===== src/rtl/zfp_dec_stream_arbiter_pkg.sv =====
// Shared types and widths for the ZFP decoder stream arbiter.
package zfp_arb_pkg;

   localparam int FRAC_W  = 52;
   localparam int EXPO_W  = 11;
   localparam int TDATA_W = 64;

   typedef struct packed {
      logic              sign;
      logic [EXPO_W-1:0] expo;
      logic [FRAC_W-1:0] frac;
   } fp_t;

   typedef enum logic [0:0] {
      IDLE  = 1'b0,
      GRANT = 1'b1
   } arb_state_t;

endpackage


===== src/rtl/zfp_dec_stream_arbiter_if.sv =====
// Bundle of requester, decoder-enc, decoder-fp and result-bus signals.
// slave: the arbiter's view. master: the surrounding environment's view.
interface zfp_dec_stream_arbiter_if import zfp_arb_pkg::*; #(
   parameter int N_REQ = 4
);
   logic [N_REQ*TDATA_W-1:0] s_enc_tdata;
   logic [N_REQ-1:0]         s_enc_tlast;
   logic [N_REQ-1:0]         s_enc_valid;
   logic [N_REQ-1:0]         s_enc_ready;

   logic [TDATA_W-1:0]       dec_enc_tdata;
   logic                     dec_enc_tlast;
   logic                     dec_enc_valid;
   logic                     dec_enc_ready;

   logic [FRAC_W-1:0]        dec_fp_frac;
   logic [EXPO_W-1:0]        dec_fp_expo;
   logic                     dec_fp_sign;
   logic                     dec_fp_valid;
   logic                     dec_fp_ready;

   logic [FRAC_W-1:0]        m_fp_frac;
   logic [EXPO_W-1:0]        m_fp_expo;
   logic                     m_fp_sign;
   logic [N_REQ-1:0]         m_fp_valid;
   logic [N_REQ-1:0]         m_fp_ready;

   modport slave (
      input  s_enc_tdata, s_enc_tlast, s_enc_valid,
      output s_enc_ready,
      output dec_enc_tdata, dec_enc_tlast, dec_enc_valid,
      input  dec_enc_ready,
      input  dec_fp_frac, dec_fp_expo, dec_fp_sign, dec_fp_valid,
      output dec_fp_ready,
      output m_fp_frac, m_fp_expo, m_fp_sign, m_fp_valid,
      input  m_fp_ready
   );

   modport master (
      output s_enc_tdata, s_enc_tlast, s_enc_valid,
      input  s_enc_ready,
      input  dec_enc_tdata, dec_enc_tlast, dec_enc_valid,
      output dec_enc_ready,
      output dec_fp_frac, dec_fp_expo, dec_fp_sign, dec_fp_valid,
      input  dec_fp_ready,
      input  m_fp_frac, m_fp_expo, m_fp_sign, m_fp_valid,
      output m_fp_ready
   );
endinterface


===== src/rtl/zfp_dec_stream_arbiter_tag_fifo.sv =====
// Tag FIFO recording which requester owns each frame in flight.
// Push is ignored when full and pop is ignored when empty.
module zfp_arb_tag_fifo #(
   parameter int W     = 2,
   parameter int DEPTH = 4
)(
   input  logic         i_clk,
   input  logic         i_rst,
   input  logic         i_push,
   input  logic [W-1:0] i_data,
   input  logic         i_pop,
   output logic         o_full,
   output logic         o_empty,
   output logic [W-1:0] o_head
);
   localparam int PTR_W = (DEPTH > 1) ? $clog2(DEPTH) : 1;

   logic [W-1:0]     r_mem [DEPTH];
   logic [PTR_W-1:0] r_wr;
   logic [PTR_W-1:0] r_rd;
   logic [PTR_W:0]   r_cnt;
   logic             w_push;
   logic             w_pop;

   assign o_full  = (r_cnt == (PTR_W+1)'(DEPTH));
   assign o_empty = (r_cnt == '0);
   assign o_head  = r_mem[r_rd];
   assign w_push  = i_push && !o_full;
   assign w_pop   = i_pop && !o_empty;

   // storage write; contents are only meaningful between push and pop
   always_ff @(posedge i_clk) begin
      if (w_push) r_mem[r_wr] <= i_data;
   end

   // pointer and occupancy update, wrapping at DEPTH
   always_ff @(posedge i_clk) begin
      if (i_rst) begin
         r_wr  <= '0;
         r_rd  <= '0;
         r_cnt <= '0;
      end else begin
         if (w_push) r_wr <= (r_wr == PTR_W'(DEPTH-1)) ? '0 : r_wr + 1'b1;
         if (w_pop)  r_rd <= (r_rd == PTR_W'(DEPTH-1)) ? '0 : r_rd + 1'b1;
         if (w_push && !w_pop)      r_cnt <= r_cnt + 1'b1;
         else if (w_pop && !w_push) r_cnt <= r_cnt - 1'b1;
      end
   end
endmodule


===== src/rtl/zfp_dec_stream_arbiter.sv =====
// Round-robin sharing of one ZFP decoder between N_REQ stream requesters.
// Optional build macro: ZFP_ARB_PERF_EN adds perf_frames / perf_stall counters.
//
// state | meaning
// IDLE  | bubble cycle: pick next requester, push its tag
// GRANT | granted requester passes straight through to the decoder until tlast
module zfp_dec_stream_arbiter import zfp_arb_pkg::*; #(
   parameter int N_REQ         = 4,
   parameter int OUT_PER_FRAME = 16,
   parameter int TAG_DEPTH     = 4
)(
   input  logic                    clk_scclang_global_0,
   input  logic                    reset_scclang_global_5,
   zfp_dec_stream_arbiter_if.slave bus
`ifdef ZFP_ARB_PERF_EN
   ,
   output logic [N_REQ*32-1:0]     perf_frames,
   output logic [31:0]             perf_stall
`endif
);
   localparam int IDX_W = (N_REQ > 1) ? $clog2(N_REQ) : 1;
   localparam int CNT_W = (OUT_PER_FRAME > 1) ? $clog2(OUT_PER_FRAME) : 1;

   arb_state_t       r_state;
   arb_state_t       w_state_nxt;
   logic [IDX_W-1:0] r_grant;
   logic [IDX_W-1:0] r_last_grant;
   logic [IDX_W-1:0] w_pick;
   logic [IDX_W-1:0] w_sel;
   logic [IDX_W-1:0] w_head;
   logic [CNT_W-1:0] r_cnt;
   logic [N_REQ-1:0] w_head_oh;
   logic             w_found;
   logic             w_push;
   logic             w_pop;
   logic             w_full;
   logic             w_empty;
   logic             w_frame_end;
   logic             w_out_hs;
   int               w_idx;
   fp_t              w_fp;

   // first valid requester searching upward from last_grant+1, wrapping
   always_comb begin
      w_pick  = '0;
      w_found = 1'b0;
      w_idx   = 0;
      w_sel   = '0;
      for (int k = 1; k <= N_REQ; k++) begin
         w_idx = (int'(r_last_grant) + k) % N_REQ;
         w_sel = IDX_W'(w_idx);
         if (!w_found && bus.s_enc_valid[w_sel]) begin
            w_pick  = w_sel;
            w_found = 1'b1;
         end
      end
   end

   // state register with grant bookkeeping
   always_ff @(posedge clk_scclang_global_0) begin
      if (reset_scclang_global_5) begin
         r_state      <= IDLE;
         r_grant      <= '0;
         r_last_grant <= IDX_W'(N_REQ-1);
      end else begin
         r_state <= w_state_nxt;
         if (w_push)      r_grant      <= w_pick;
         if (w_frame_end) r_last_grant <= r_grant;
      end
   end

   // next-state decision; a grant is only taken while the tag FIFO has room
   always_comb begin
      w_state_nxt = r_state;
      w_push      = 1'b0;
      unique case (r_state)
         IDLE: begin
            if (w_found && !w_full) begin
               w_push      = 1'b1;
               w_state_nxt = GRANT;
            end
         end
         GRANT: begin
            if (w_frame_end) w_state_nxt = IDLE;
         end
         default: w_state_nxt = IDLE;
      endcase
   end

   // input-side outputs: combinational pass-through of the granted requester
   always_comb begin
      bus.dec_enc_tdata = '0;
      bus.dec_enc_tlast = 1'b0;
      bus.dec_enc_valid = 1'b0;
      bus.s_enc_ready   = '0;
      if (r_state == GRANT) begin
         bus.dec_enc_tdata        = bus.s_enc_tdata[r_grant*TDATA_W +: TDATA_W];
         bus.dec_enc_tlast        = bus.s_enc_tlast[r_grant];
         bus.dec_enc_valid        = bus.s_enc_valid[r_grant];
         bus.s_enc_ready[r_grant] = bus.dec_enc_ready;
      end
   end

   assign w_frame_end = bus.dec_enc_valid && bus.dec_enc_ready && bus.dec_enc_tlast;

   zfp_arb_tag_fifo #(
      .W     (IDX_W),
      .DEPTH (TAG_DEPTH)
   ) u_tag_fifo (
      .i_clk   (clk_scclang_global_0),
      .i_rst   (reset_scclang_global_5),
      .i_push  (w_push),
      .i_data  (w_pick),
      .i_pop   (w_pop),
      .o_full  (w_full),
      .o_empty (w_empty),
      .o_head  (w_head)
   );

   assign w_head_oh = N_REQ'(1) << w_head;

   // output steering toward the FIFO head owner; results with no owner are held
   always_comb begin
      bus.m_fp_valid   = '0;
      bus.dec_fp_ready = 1'b0;
      if (!w_empty) begin
         bus.m_fp_valid   = w_head_oh & {N_REQ{bus.dec_fp_valid}};
         bus.dec_fp_ready = bus.m_fp_ready[w_head];
      end
   end

   assign w_fp          = '{sign: bus.dec_fp_sign, expo: bus.dec_fp_expo, frac: bus.dec_fp_frac};
   assign bus.m_fp_frac = w_fp.frac;
   assign bus.m_fp_expo = w_fp.expo;
   assign bus.m_fp_sign = w_fp.sign;

   assign w_out_hs = bus.dec_fp_valid && bus.dec_fp_ready;
   assign w_pop    = w_out_hs && (r_cnt == CNT_W'(OUT_PER_FRAME-1));

   // per-frame result counter; the last result of a frame retires its tag
   always_ff @(posedge clk_scclang_global_0) begin
      if (reset_scclang_global_5) r_cnt <= '0;
      else if (w_pop)             r_cnt <= '0;
      else if (w_out_hs)          r_cnt <= r_cnt + 1'b1;
   end

`ifdef ZFP_ARB_PERF_EN
   logic [N_REQ*32-1:0] r_perf_frames;
   logic [31:0]         r_perf_stall;

   // completed-frame and decoder-backpressure counters, free-running wrap
   always_ff @(posedge clk_scclang_global_0) begin
      if (reset_scclang_global_5) begin
         r_perf_frames <= '0;
         r_perf_stall  <= '0;
      end else begin
         if (w_frame_end)
            r_perf_frames[r_grant*32 +: 32] <= r_perf_frames[r_grant*32 +: 32] + 32'd1;
         if ((r_state == GRANT) && bus.dec_enc_valid && !bus.dec_enc_ready)
            r_perf_stall <= r_perf_stall + 32'd1;
      end
   end

   assign perf_frames = r_perf_frames;
   assign perf_stall  = r_perf_stall;
`endif
endmodule

===== src/flat_wrapper.sv =====
// flat-port wrapper written by rule: the top's interface ports become plain ports
module zfp_dec_stream_arbiter_flat import zfp_arb_pkg::*;
#(
   parameter int N_REQ         = 4,
   parameter int OUT_PER_FRAME = 16,
   parameter int TAG_DEPTH     = 4
)
  (clk_scclang_global_0, reset_scclang_global_5, bus_s_enc_tdata, bus_s_enc_tlast, bus_s_enc_valid, bus_s_enc_ready, bus_dec_enc_tdata, bus_dec_enc_tlast, bus_dec_enc_valid, bus_dec_enc_ready, bus_dec_fp_frac, bus_dec_fp_expo, bus_dec_fp_sign, bus_dec_fp_valid, bus_dec_fp_ready, bus_m_fp_frac, bus_m_fp_expo, bus_m_fp_sign, bus_m_fp_valid, bus_m_fp_ready);
  zfp_dec_stream_arbiter_if #(.N_REQ(N_REQ)) bus_i ();
  input  logic clk_scclang_global_0;
  input  logic reset_scclang_global_5;
  input wire logic [$bits(bus_i.s_enc_tdata)-1:0] bus_s_enc_tdata;
  input wire logic [$bits(bus_i.s_enc_tlast)-1:0] bus_s_enc_tlast;
  input wire logic [$bits(bus_i.s_enc_valid)-1:0] bus_s_enc_valid;
  output wire logic [$bits(bus_i.s_enc_ready)-1:0] bus_s_enc_ready;
  output wire logic [$bits(bus_i.dec_enc_tdata)-1:0] bus_dec_enc_tdata;
  output wire logic [$bits(bus_i.dec_enc_tlast)-1:0] bus_dec_enc_tlast;
  output wire logic [$bits(bus_i.dec_enc_valid)-1:0] bus_dec_enc_valid;
  input wire logic [$bits(bus_i.dec_enc_ready)-1:0] bus_dec_enc_ready;
  input wire logic [$bits(bus_i.dec_fp_frac)-1:0] bus_dec_fp_frac;
  input wire logic [$bits(bus_i.dec_fp_expo)-1:0] bus_dec_fp_expo;
  input wire logic [$bits(bus_i.dec_fp_sign)-1:0] bus_dec_fp_sign;
  input wire logic [$bits(bus_i.dec_fp_valid)-1:0] bus_dec_fp_valid;
  output wire logic [$bits(bus_i.dec_fp_ready)-1:0] bus_dec_fp_ready;
  output wire logic [$bits(bus_i.m_fp_frac)-1:0] bus_m_fp_frac;
  output wire logic [$bits(bus_i.m_fp_expo)-1:0] bus_m_fp_expo;
  output wire logic [$bits(bus_i.m_fp_sign)-1:0] bus_m_fp_sign;
  output wire logic [$bits(bus_i.m_fp_valid)-1:0] bus_m_fp_valid;
  input wire logic [$bits(bus_i.m_fp_ready)-1:0] bus_m_fp_ready;
  assign bus_i.s_enc_tdata = bus_s_enc_tdata;
  assign bus_i.s_enc_tlast = bus_s_enc_tlast;
  assign bus_i.s_enc_valid = bus_s_enc_valid;
  assign bus_s_enc_ready = bus_i.s_enc_ready;
  assign bus_dec_enc_tdata = bus_i.dec_enc_tdata;
  assign bus_dec_enc_tlast = bus_i.dec_enc_tlast;
  assign bus_dec_enc_valid = bus_i.dec_enc_valid;
  assign bus_i.dec_enc_ready = bus_dec_enc_ready;
  assign bus_i.dec_fp_frac = bus_dec_fp_frac;
  assign bus_i.dec_fp_expo = bus_dec_fp_expo;
  assign bus_i.dec_fp_sign = bus_dec_fp_sign;
  assign bus_i.dec_fp_valid = bus_dec_fp_valid;
  assign bus_dec_fp_ready = bus_i.dec_fp_ready;
  assign bus_m_fp_frac = bus_i.m_fp_frac;
  assign bus_m_fp_expo = bus_i.m_fp_expo;
  assign bus_m_fp_sign = bus_i.m_fp_sign;
  assign bus_m_fp_valid = bus_i.m_fp_valid;
  assign bus_i.m_fp_ready = bus_m_fp_ready;
  zfp_dec_stream_arbiter #(.N_REQ(N_REQ), .OUT_PER_FRAME(OUT_PER_FRAME), .TAG_DEPTH(TAG_DEPTH)) u_core (.clk_scclang_global_0(clk_scclang_global_0), .reset_scclang_global_5(reset_scclang_global_5), .bus(bus_i));
endmodule

===== config.mk =====
export PLATFORM = sky130hd
export DESIGN_NAME = zfp_dec_stream_arbiter_flat
export DESIGN_NICKNAME = d
export VERILOG_FILES = /design/src/rtl/zfp_dec_stream_arbiter_pkg.sv /design/src/rtl/zfp_dec_stream_arbiter_if.sv /design/src/rtl/zfp_dec_stream_arbiter_tag_fifo.sv /design/src/rtl/zfp_dec_stream_arbiter.sv /design/src/flat_wrapper.sv
export SDC_FILE = /design/constraint.sdc
export NUM_CORES = 1
export LEC_CHECK = 0
export CELL_PAD_IN_SITES_DETAIL_PLACEMENT = 1
export CELL_PAD_IN_SITES_GLOBAL_PLACEMENT = 1
export CORE_AREA = 2 2 182 184
export CTS_BUF_LIST = sky130_fd_sc_hd__clkbuf_4 sky130_fd_sc_hd__clkbuf_8
export DETAILED_ROUTE_END_ITERATION = 6
export DIE_AREA = 0 0 184 186
export PLACE_DENSITY_LB_ADDON = 0.1
export SLEW_MARGIN = 20
export SYNTH_ARGS = -nofsm -noshare
export SYNTH_HDL_FRONTEND = slang
export SYNTH_SLANG_ARGS = --single-unit
export TNS_END_PERCENT = 30

===== constraint.sdc =====
create_clock -name clk_scclang_global_0 -period 3.25 [get_ports clk_scclang_global_0]
set_input_delay 0.4875 -clock clk_scclang_global_0 [delete_from_list [all_inputs] [get_ports clk_scclang_global_0]]
set_output_delay 0.4875 -clock clk_scclang_global_0 [all_outputs]
set_load 0.01 [all_outputs]

==> results of run 1 <==
## flip-flops by register name (all words and copies together) (netlist names), named ones only
| register | flops |
|---|---|
| u_core.r_cnt | 4 |
| u_core.r_grant | 2 |
| u_core.r_last_grant | 2 |
| u_core.r_state | 1 |
| u_core.u_tag_fifo.r_cnt | 3 |
| u_core.u_tag_fifo.r_mem | 8 |
| u_core.u_tag_fifo.r_rd | 2 |
| u_core.u_tag_fifo.r_wr | 2 |
## critical path, delay by kind of cell (launching register included)
kind | cells | cell delay, ns
mux | 2 | 0.91
fa+ha+maj | 2 | 0.54
simple gates | 2 | 0.53
flops | 1 | 0.39
compound gates | 2 | 0.26
xor+xnor | 1 | 0.18
buf+inv | 2 | 0.12
## cell families (layout without fill, tap and decap cells)
kind of cell             Yosys count  count (layout)  synth area share (%)
AO/OA/AOI/OAI                     21              21                  3.97
XOR/XNOR                           2               2                 0.459
adder cells (fa/ha/maj)            8               8                  2.82
buffers and inverters             97             371                  16.1
flip-flops                        26              26                  15.7
multiplexers                      76              76                  42.3
other                              0               2                     0
AND/OR/NAND/NOR                  123             123                  18.6
## stage by stage
step	hold WS, ns	utilization (%)	power, uW
floorplan	0.450	-	1410
finish	0.508	23.1	2520
global placement	0.482	22.9	2280
CTS	0.512	23.1	2570
global route	0.542	23.1	2720
detailed placement	0.490	22.9	2290
## per-layer routing
metal | part of all wire, % | track usage (%)
met4 | 0.68 | 1.82
met3 | 8.8 | 4.79
met1 | 36 | 14.0
met2 | 54 | 22.7
met5 | 0.24 | 0
## report_power, final
part           leakage (uW)  internal [uW]  switching (uW)
Clock             0.0000357            165             106
Sequential         0.000223            403             127
Combinational       0.00224           1080             631
Total               0.00250           1650             864
## layout by cell type, fill, tap and decap left out, types with 2 or more instances in the layout
master	instances
clkdlybuf4s50_1	346
and2_1	70
mux4_2	68
nor2_1	26
dfxtp_1	15
buf_4	10
edfxtp_1	8
inv_1	7
mux2i_1	7
ha_1	7
nand2b_1	6
a21oi_1	6
o21ai_0	4
nor3_1	4
buf_12	4
nand2_1	3
clkbuf_8	3
diode_2	2
nor2b_1	2
nand3_1	2
xor2_1	2
nor3b_1	2
a211o_1	2
dfxtp_4	2
## final timing paths
check                                     from                                 endpoint  slack [ns]
hold reg to reg   u_core.r_cnt[3]$_SDFFE_PP0P_             u_core.r_cnt[3]$_SDFFE_PP0P_        0.51
setup / recovery                     flip-flop  u_core.u_tag_fifo.r_cnt[2]$_SDFFE_PP0P_        0.26
hold / removal    u_core.r_cnt[3]$_SDFFE_PP0P_             u_core.r_cnt[3]$_SDFFE_PP0P_        0.51
setup reg to reg                     flip-flop  u_core.u_tag_fifo.r_cnt[2]$_SDFFE_PP0P_        0.26
## area by class of cell
cell class	instances	area, um^2	share of cell area (%)
flip-flops and latches	26	609	8.19
well taps	408	510	6.86
repair buffers	360	3620	48.6
diodes	2	5.00	0.0673
inverters	7	26.3	0.353
clock buffers	3	41.3	0.555
multi-input cells	230	2600	34.9
clock inverters	1	30.0	0.404
==> results by group, run 1 <==
Detailed routing
  – DR pass1 iterations: 4
  – DRT Wirelength: 22,700 um
  – Drt initial violations: 97
  – Remaining DRCs: 0
  – Routed length per instance: 21.9 um
  – Post-route ant nets: 0
  – Count of vias placed by the detailed router: 3,948
  – Vias per std cell: 3.81

Setup path
  – Cell at the slowest stage of the critical path: mux4_2
  – Cell-by-cell listing of the critical path: mux4_2 -> mux2i_1 -> o22ai_4 -> and2_2 -> inv_1 -> ha_1 -> inv_1 -> fa_1 -> xor2_1 -> or3_1 -> a21oi_1
  – Largest stage delay, worst path: 0.60 ns
  – Crit path capture type: flip-flop
  – Critical Path RT: 3.46 ns
  – Critical path class: reg -> reg
  – Critical Path Source Type: flip-flop
  – Cell seen most often among critical-path stages: inv_1
  – Signal arrival time at the worst endpoint: 3.20 ns
  – Length in cells of the worst reg-to-reg path: 11
  – Critical-path maximum fanout: 5

Outcome
  – Outcome: finished clean

Power and ir drop
  – Maximum vdd ir drop: 0.000160 V
  – Areal power density over the cells: 338 mW/mm^2
  – P_leak: 0.00250 uW

Place
  – Post-DP Area: 0.00736 mm^2
  – Post-placement setup slack: 0.271 ns
  – Placed Cells: 1,031
  – Post-DP HPWL: 19,800 um
  – Routability congestion estimate from global placement: 0.804
  – IO Port Bufs: 346

Flow run
  – Max Cap Violations: 0

Synth
  – Flops & latches, synth: 26
  – EDFF count, synth: 8
  – Most frequent cells after synthesis: and2_1 (70), mux4_2 (68), buf_4 (64)
  – Synth unique cells: 41
  – Mapped cell area: 0.00381 mm^2
  – Cell with the most instances after synthesis: and2_1
  – Synth area leader: mux4_2
  – Number of cells produced by synthesis: 353
  – Share of the synthesized area in the top cell type: 40.2%
  – Most used DFF post-synth: dfxtp_1
  – Seq/Total Area, Yosys: 15.7%
  – Synth area leaders: mux4_2 (40%), buf_4 (13%), and2_1 (11%), dfxtp_1 (9.4%), edfxtp_1 (6.3%)
  – Syn_nets: 697
  – Count of yosys warnings during synthesis: 0
  – Mean cell area of the mapped netlist: 10.8 um^2
  – Fraction of registers with async set or reset after synthesis: 0%

CTS
  – Cts bufs inserted: 3
  – Latest clock arrival within the worst-skew pair: 0.27 ns
  – TritonCTS clock tree: built
  – Sinks on Clock Net: 26
  – Clock Tree Root: clkbuf_8
  – Gates resized, CTS repair: 0
  – Buffer levels on the longest clock path: 2
  – CTS H-Tree Depth: 1
  – Cts-stage hold buffer count: 0
  – Clock-pin slew on the worst setup and hold paths: 0.10 ns
  – Setup bufs post-CTS: 0

GRT
  – All-Layer GR Usage: 12.4%
  – Antenna violations before repair: 8
  – Global-route wire length before repair: 31,300 um
  – Residual overflow from global routing: 0
  – Via count of the first global-routing pass: 4,580
  – Maximum number of pins on one net before global-route repair: 36

Floorplanning
  – Initial Utilization: 11.8%
  – Floorplan row count: 66
  – Die Outline Area: 0.0342 mm^2
  – Chip Height: 186 um
  – Core region area: 0.0322 mm^2
  – Die X: 184 um
  – IO Count: 475

Finish
  – Number of cells in the finished layout apart from fillers: 1,037
  – Number of nets in the layout: 972
  – Syn-to-layout area delta: 95.1%
  – Share of post-route cells with drive strength above 1: 15.3%
  – Area of all placed cells without fillers: 0.00744 mm^2
  – Number of fillers in the final layout: 3,685

Timing
  – Setup_tns: 0 ns
  – Number of endpoints with negative hold slack in the final report: 0
  – Minimum setup slack in the final design: 0.265 ns
  – Number of endpoints failing setup at the final stage: 0
  – Fraction of the cycle the final worst path needs: 91.9%
  – RSZ-0062 raised after global routing: no
  – Slew Limit Headroom: 55.4%
  – Final-report max-slew violation count: 0
  – Max Freq: 0.335 GHz
  – Min Tclk post-route: 2.99 ns
  – Clock tree skew after final layout: 0.00985 ns
  – Least-Margin Pin Slew: 0.669 ns

Worst hold path
  – Classification of the worst-slack hold path: reg -> reg
  – Number of cells traversed by the worst hold path: 2
(Power assumes the default switching activity.)
==> run 2, diff against run 1 <==
--- a/config.mk
+++ b/config.mk
@@ -5,12 +5,15 @@
 export SDC_FILE = /design/constraint.sdc
 export NUM_CORES = 1
 export LEC_CHECK = 0
+export ABC_AREA = 1
+export ABC_CLOCK_PERIOD_IN_PS = 3250
 export CELL_PAD_IN_SITES_DETAIL_PLACEMENT = 1
 export CELL_PAD_IN_SITES_GLOBAL_PLACEMENT = 1
-export CORE_AREA = 2 2 182 184
+export CORE_AREA = 2 2 186 188
 export CTS_BUF_LIST = sky130_fd_sc_hd__clkbuf_4 sky130_fd_sc_hd__clkbuf_8
 export DETAILED_ROUTE_END_ITERATION = 6
-export DIE_AREA = 0 0 184 186
+export DIE_AREA = 0 0 188 190
+export DONT_BUFFER_PORTS = 1
 export PLACE_DENSITY_LB_ADDON = 0.1
 export SLEW_MARGIN = 20
 export SYNTH_ARGS = -nofsm -noshare
==> run 2 against run 1 <==
  * Clock skew decreased by 0.0025 ns
  * Maximum frequency decreased by 1.4%
  * Register-to-register slack improved by 0.04 ns
  * Utilization decreased by 12 points
  * Synthesized cell count increased by 51%
  * Setup slack got worse by 0.042 ns
  * First-iteration DRC count increased by 93%
==> results by group, run 2 <==
CTS
  – Sinks on Clock Net: 26
  – Clock-pin slew on the worst setup and hold paths: 0.10 ns
  – CTS H-Tree Depth: 1
  – Gates resized, CTS repair: 0
  – Cts-stage hold buffer count: 0
  – Buffer levels on the longest clock path: 2
  – Latest clock arrival within the worst-skew pair: 0.29 ns
  – Setup bufs post-CTS: 0
  – Clock Tree Root: clkbuf_8
  – TritonCTS clock tree: built
  – Cts bufs inserted: 3

Detailed routing
  – Remaining DRCs: 0
  – Met2 routed wirelength: 11,800 um
  – Met1 routed wirelength after detailed routing: 8690 um
  – Vias per std cell: 4.16
  – Count of vias placed by the detailed router: 3,732
  – Top routing layer in use: met4
  – DR pass1 iterations: 4
  – Post-route ant nets: 0
  – DRT Wirelength: 22,500 um
  – Drt initial violations: 187
  – Routed length per instance: 25.1 um
  – Met3 WL: 1780 um

Setup path
  – Reg-to-reg critical path startpoint: u_core.r_last_grant[0]$_SDFFE_PP1P_
  – Critical Path Source Type: flip-flop
  – Reg-to-reg critical path endpoint: u_core.u_tag_fifo.r_cnt[2]$_SDFFE_PP0P_
  – Worst-case register-to-register setup slack: 0.30 ns
  – Length in cells of the worst reg-to-reg path: 15
  – Critical path class: reg -> out
  – Signal arrival time at the worst endpoint: 2.54 ns
  – Crit path capture type: output port
  – Critical Path RT: 2.76 ns
  – Critical-path maximum fanout: 29

Finish
  – Syn-to-layout area delta: 2.34%
  – Commonest non-fill, non-tap cell in the layout: a22oi_1
  – Largest register FFs: 8
  – Number of nets in the layout: 787
  – Largest register by flop count: u_core.u_tag_fifo.r_mem
  – Top library cells by usage in the layout, fill and taps aside: a22oi_1 (130), a21oi_1 (74), nand2_1 (52)
  – Area of all placed cells without fillers: 0.00373 mm^2
  – Antenna fix cells: 0
  – Regs by FF count: u_core.u_tag_fifo.r_mem: 8 flops, u_core.r_cnt: 4 flops, u_core.u_tag_fifo.r_cnt: 3 flops
  – Share of post-route cells with drive strength above 1: 8.82%

Power and ir drop
  – P_leak: 0.00122 uW
  – Pwr Total: 2930 uW
  – Areal power density over the cells: 787 mW/mm^2
  – Maximum vdd ir drop: 0.000194 V

Synth
  – Fraction of registers with async set or reset after synthesis: 0%
  – Most used DFF post-synth: dfxtp_1
  – Syn_nets: 876
  – Flops & latches, synth: 26
  – Mux cell area share after synthesis: 0%
  – Post-synthesis share of cell area spent on and, or, nand and nor gates: 13.9%
  – Mean cell area of the mapped netlist: 6.85 um^2
  – Fraction of the mapped netlist area in adder cells: 2.95%
  – Synth area leader: a22oi_1
  – Synth area leaders: a22oi_1 (27%), buf_4 (13%), a21oi_1 (10%), dfxtp_1 (9.9%), edfxtp_1 (6.6%)
  – Count of yosys warnings during synthesis: 0
  – Synth unique cells: 36
  – EDFF count, synth: 8
  – Number of cells produced by synthesis: 532
  – Mapped cell area: 0.00364 mm^2
  – Largest family of logic cells by synthesized area: compound AO/OA/AOI/OAI gates
  – Share of the synthesized area in the top cell type: 26.8%
  – Synthesized-area fraction occupied by ao, oa, aoi and oai cells: 41.4%
  – Seq/Total Area, Yosys: 16.5%
  – Most frequent cells after synthesis: a22oi_1 (130), a21oi_1 (74), buf_4 (65)
  – Xor-xnor portion of the synthesized cell area: 1.72%
  – Cell with the most instances after synthesis: a22oi_1

Place
  – IO Port Bufs: 0
  – Routability congestion estimate from global placement: 0.768
  – Post-DP HPWL: 19,100 um
  – Post-DP Area: 0.00366 mm^2
  – Post-placement setup slack: 0.282 ns

Timing
  – Least-Margin Pin Slew: 0.966 ns
  – Number of endpoints failing setup at the final stage: 0
  – Setup_tns: 0 ns
  – Fraction of the cycle the final worst path needs: 93.1%
  – Worst hold slack after final layout: 0.253 ns
  – Number of endpoints with negative hold slack in the final report: 0
  – Slew Limit Headroom: 35.6%
  – Final-report max-slew violation count: 0
  – Min Tclk post-route: 3.03 ns
  – Max Freq: 0.330 GHz
  – RSZ-0062 raised after global routing: no
  – Clock tree skew after final layout: 0.00732 ns
  – Minimum setup slack in the final design: 0.223 ns

Worst hold path
  – Number of cells traversed by the worst hold path: 1
  – Classification of the worst-slack hold path: in -> reg
  – Sink of the worst hold path: u_core.r_state$_SDFF_PP0_
  – Worst Min Path Start: reset_scclang_global_5

Floorplanning
  – IO Count: 475
  – Die Outline Area: 0.0357 mm^2
  – Die X: 188 um
  – Floorplan row count: 68
  – Core region area: 0.0339 mm^2
  – Chip Height: 190 um
  – Initial Utilization: 10.7%

GRT
  – All-Layer GR Usage: 11.7%
  – Maximum number of pins on one net before global-route repair: 67
  – Residual overflow from global routing: 0
  – Antenna violations before repair: 1
  – Global-route wire length before repair: 30,200 um
  – Via count of the first global-routing pass: 3,915

Flow run
  – Max Cap Violations: 0

Outcome
  – Outcome: finished clean
[run 2: changes by cell type in the layout (fill, tap and decap cells not counted), moves of 36 or more]
cell             previous run  this run
mux4_2                     68         0
a22oi_1                     0       130
inv_1                       7        43
and2_1                     70         0
nand2_1                     3        52
clkdlybuf4s50_1           346         0
a21oi_1                     6        74
[run 2: area by class of cell]
cell class                      count  area, um^2
Inverter                           47         176
Fill cell                        4109       30200
Sequential cell                    26         601
Timing Repair Buffer               11         108
Tap cell                          455         569
Clock inverter                      1        30.0
Multi-Input combinational cell    354        2200
Clock buffer                        3        41.3
[run 2: per-layer routing]
metal  vias up  track usage, %
met1      1820            13.4
met5         -               0
met3        13            3.76
met2       222            21.4
li1       1677               -
met4         0            2.15
[run 2: per-stage QoR]
stage,std cells,utilization (%)
2_1_floorplan,532,-
3_3_place_gp,893,10.8
3_5_place_dp,893,10.8
4_1_cts,897,11.0
5_1_grt,897,11.0
6_report,897,11.0
[run 2: worst max path at each step]
stage,startpoint,to,slack [ns],depth (start not counted)
CTS,u_core.r_grant[1]$_SDFFE_PP0N_,bus_dec_enc_tdata[14],0.24,5
finish,u_core.r_grant[1]$_SDFFE_PP0N_,bus_dec_enc_tdata[14],0.22,5
global placement,u_core.r_last_grant[0]$_SDFFE_PP1P_,u_core.u_tag_fifo.r_cnt[2]$_SDFFE_PP0P_,0.36,15
floorplan,u_core.r_last_grant[0]$_SDFFE_PP1P_,u_core.u_tag_fifo.r_cnt[2]$_SDFFE_PP0P_,0.99,15
detailed placement,u_core.r_last_grant[0]$_SDFFE_PP1P_,u_core.u_tag_fifo.r_cnt[2]$_SDFFE_PP0P_,0.28,15
global route,u_core.r_last_grant[0]$_SDFFE_PP1P_,u_core.u_tag_fifo.r_cnt[2]$_SDFFE_PP0P_,0.01,15
[run 2: power breakdown]
group	switching [uW]	internal [uW]	total, uW
Sequential	84.3	433	518
Clock	119	165	284
Combinational	1500	632	2130
[run 2: critical path, cell delays in order, from the launching register on]
cell and delay, ns:
dfxtp_1 0.55, nand2_1 0.18, inv_2 0.46, buf_4 0.36
a22oi_1 0.13, a21oi_1 0.55
[run 2: cell families after synthesis]
family | count (synthesis)
compound gates | 228
buf+inv | 152
simple gates | 113
flops | 26
fa+ha+maj | 8
xor+xnor | 5
==> variant, RTL diff (flow settings as in run 1) <==
`TAG_DEPTH` is set to 4 in 2 places; all go to 16.
--- a/src/rtl/zfp_dec_stream_arbiter.sv
+++ b/src/rtl/zfp_dec_stream_arbiter.sv
@@ -9,3 +9,3 @@
    parameter int OUT_PER_FRAME = 16,
-   parameter int TAG_DEPTH     = 4
+   parameter int TAG_DEPTH     = 16
 )(
--- a/src/flat_wrapper.sv
+++ b/src/flat_wrapper.sv
@@ -5,3 +5,3 @@
    parameter int OUT_PER_FRAME = 16,
-   parameter int TAG_DEPTH     = 4
+   parameter int TAG_DEPTH     = 16
 )
Formal check against the unedited RTL: no difference found for any inputs over 4 cycles, from zero or initial values and one cycle with reset_scclang_global_5 high; that may be too few to reach the edited logic, so the function may still have changed.
==> variant against run 1 <==
  * The run now ends with negative setup slack left
  * Setup slack worse by 0.35 ns
  * Synthesized area up 38%
  * Wire length grew 45%
  * Critical path depth up 3
  * Total power up 66%
  * Sequential share of layout area increased by 7.9 points
  * Global-route usage rose by 6.4 points
  * Design area increased by 25%
  * Sequential cell count increased by 32
  * Critical endpoint is now u_core.u_tag_fifo.r_cnt[4]$_SDFFE_PP0P_
  * Largest cell class unchanged
  * Largest power group unchanged
==> variant: results <==
group,metric,value,unit
critical_path,critPathArrivalTime,3.60,ns
logic_synthesis,syn_area,5280,sq um
finish,nMultiInputCombCells,304,
logic_synthesis,synthTopCellsByCount,"mux4_2 (69), and2_1 (66), buf_4 (64)",
grt,grt_use_total,0.188,
timing,relSlewSlack,0.528,
finish,finalNetCount,1104,
placed_design,place_congestion,0.861,
finish,seqCellArea,1490,sq um
timing,finalSetupTns,-0.142,ns
grt,met3_usage,0.118,
grt,grtUsageMet2,0.282,
logic_synthesis,synth_fa_ha_area_frac,0.0275,
outcome,run_status,"finished, violations left",
grt,antenna_found_initial,10,
logic_synthesis,ys_types,45,
logic_synthesis,synth_nets,812,
logic_synthesis,syn_avg_cell_area,11.4,sq um
logic_synthesis,yosysWarnings,0,
placed_design,pre_cts_ws,-0.250,ns
timing,setup_viol,2,
clock_tree,clk_pin_slew_worst_paths,0.07,ns
finish,non_clock_buffer_count,377,
placed_design,dp_hpwl,28400,microns
logic_synthesis,ys.flop_type,"edfxtp_1",
clock_tree,clk_latency,0.34,ns
finish,reg_top3,"u_core.u_tag_fifo.r_mem (32), u_core.u_tag_fifo.r_cnt (5)",
outcome,failed_checks,"negative setup slack",
finish,final-clk-cell-share,0.0297,
drt,num_vias,5095,
placed_design,placed_cell_area,8930,sq um
finish,sh_seq_area,0.161,
logic_synthesis,synthTopCellsByArea,"mux4_2 (29%), edfxtp_1 (18%), dfxtp_1 (9.9%), buf_4 (9.1%), and2_1 (7.8%)",
drt,wl_met2,14200,microns
drt,wl,32800,microns
timing,fin_ws,-0.0806,ns
finish,drive_gt1_frac,0.181,
critical_path,max_stage_delay,0.53,ns
drt,drt_iter0_drc,270,
finish,final_cells,1175,
clock_tree,cts-buffers-inserted,9,
clock_tree,htree_levels,3,
logic_synthesis,synthMuxAreaShare,0.359,
logic_synthesis,synth_edf_count,32,
grt,grtUsageMet1,0.233,
clock_tree,cts.sinks,58,
finish,multiInputGateArea,3210,sq um
logic_synthesis,synth-xor-area-share,0.0116,
grt,grt_pass1_wl,44600,microns
power_and_ir_drop,p_leak,3.16,nW
finish,antennaDiodeCount,5,
logic_synthesis,synth_compound_area_frac,0.0422,
drt,wl_met1,13400,microns
grt,grt_pass1_vias,5870,
## variant: path summary, 6_finish.rpt
check | slack (ns) | startpoint | endpoint | cells past startpoint
setup / recovery | -0.08 | register | u_core.u_tag_fifo.r_cnt[4]$_SDFFE_PP0P_ | 14
hold / removal | 0.52 | u_core.r_cnt[3]$_SDFFE_PP0P_ | u_core.r_cnt[3]$_SDFFE_PP0P_ | 1
setup reg to reg | -0.08 | register | u_core.u_tag_fifo.r_cnt[4]$_SDFFE_PP0P_ | 14
hold reg to reg | 0.52 | u_core.r_cnt[3]$_SDFFE_PP0P_ | u_core.r_cnt[3]$_SDFFE_PP0P_ | 1
## variant: where the power goes
part	switching, mW	leakage [nW]	internal (mW)
Sequential	0.115	0.507	0.871
Combinational	0.962	2.52	1.32
Clock	0.293	0.137	0.626
## variant: what timing repair did
item	in CTS	in global routing
resized for setup	8	2
endpoints found under the setup margin	5	2
pin swaps	5	7
setup buffers	2	1
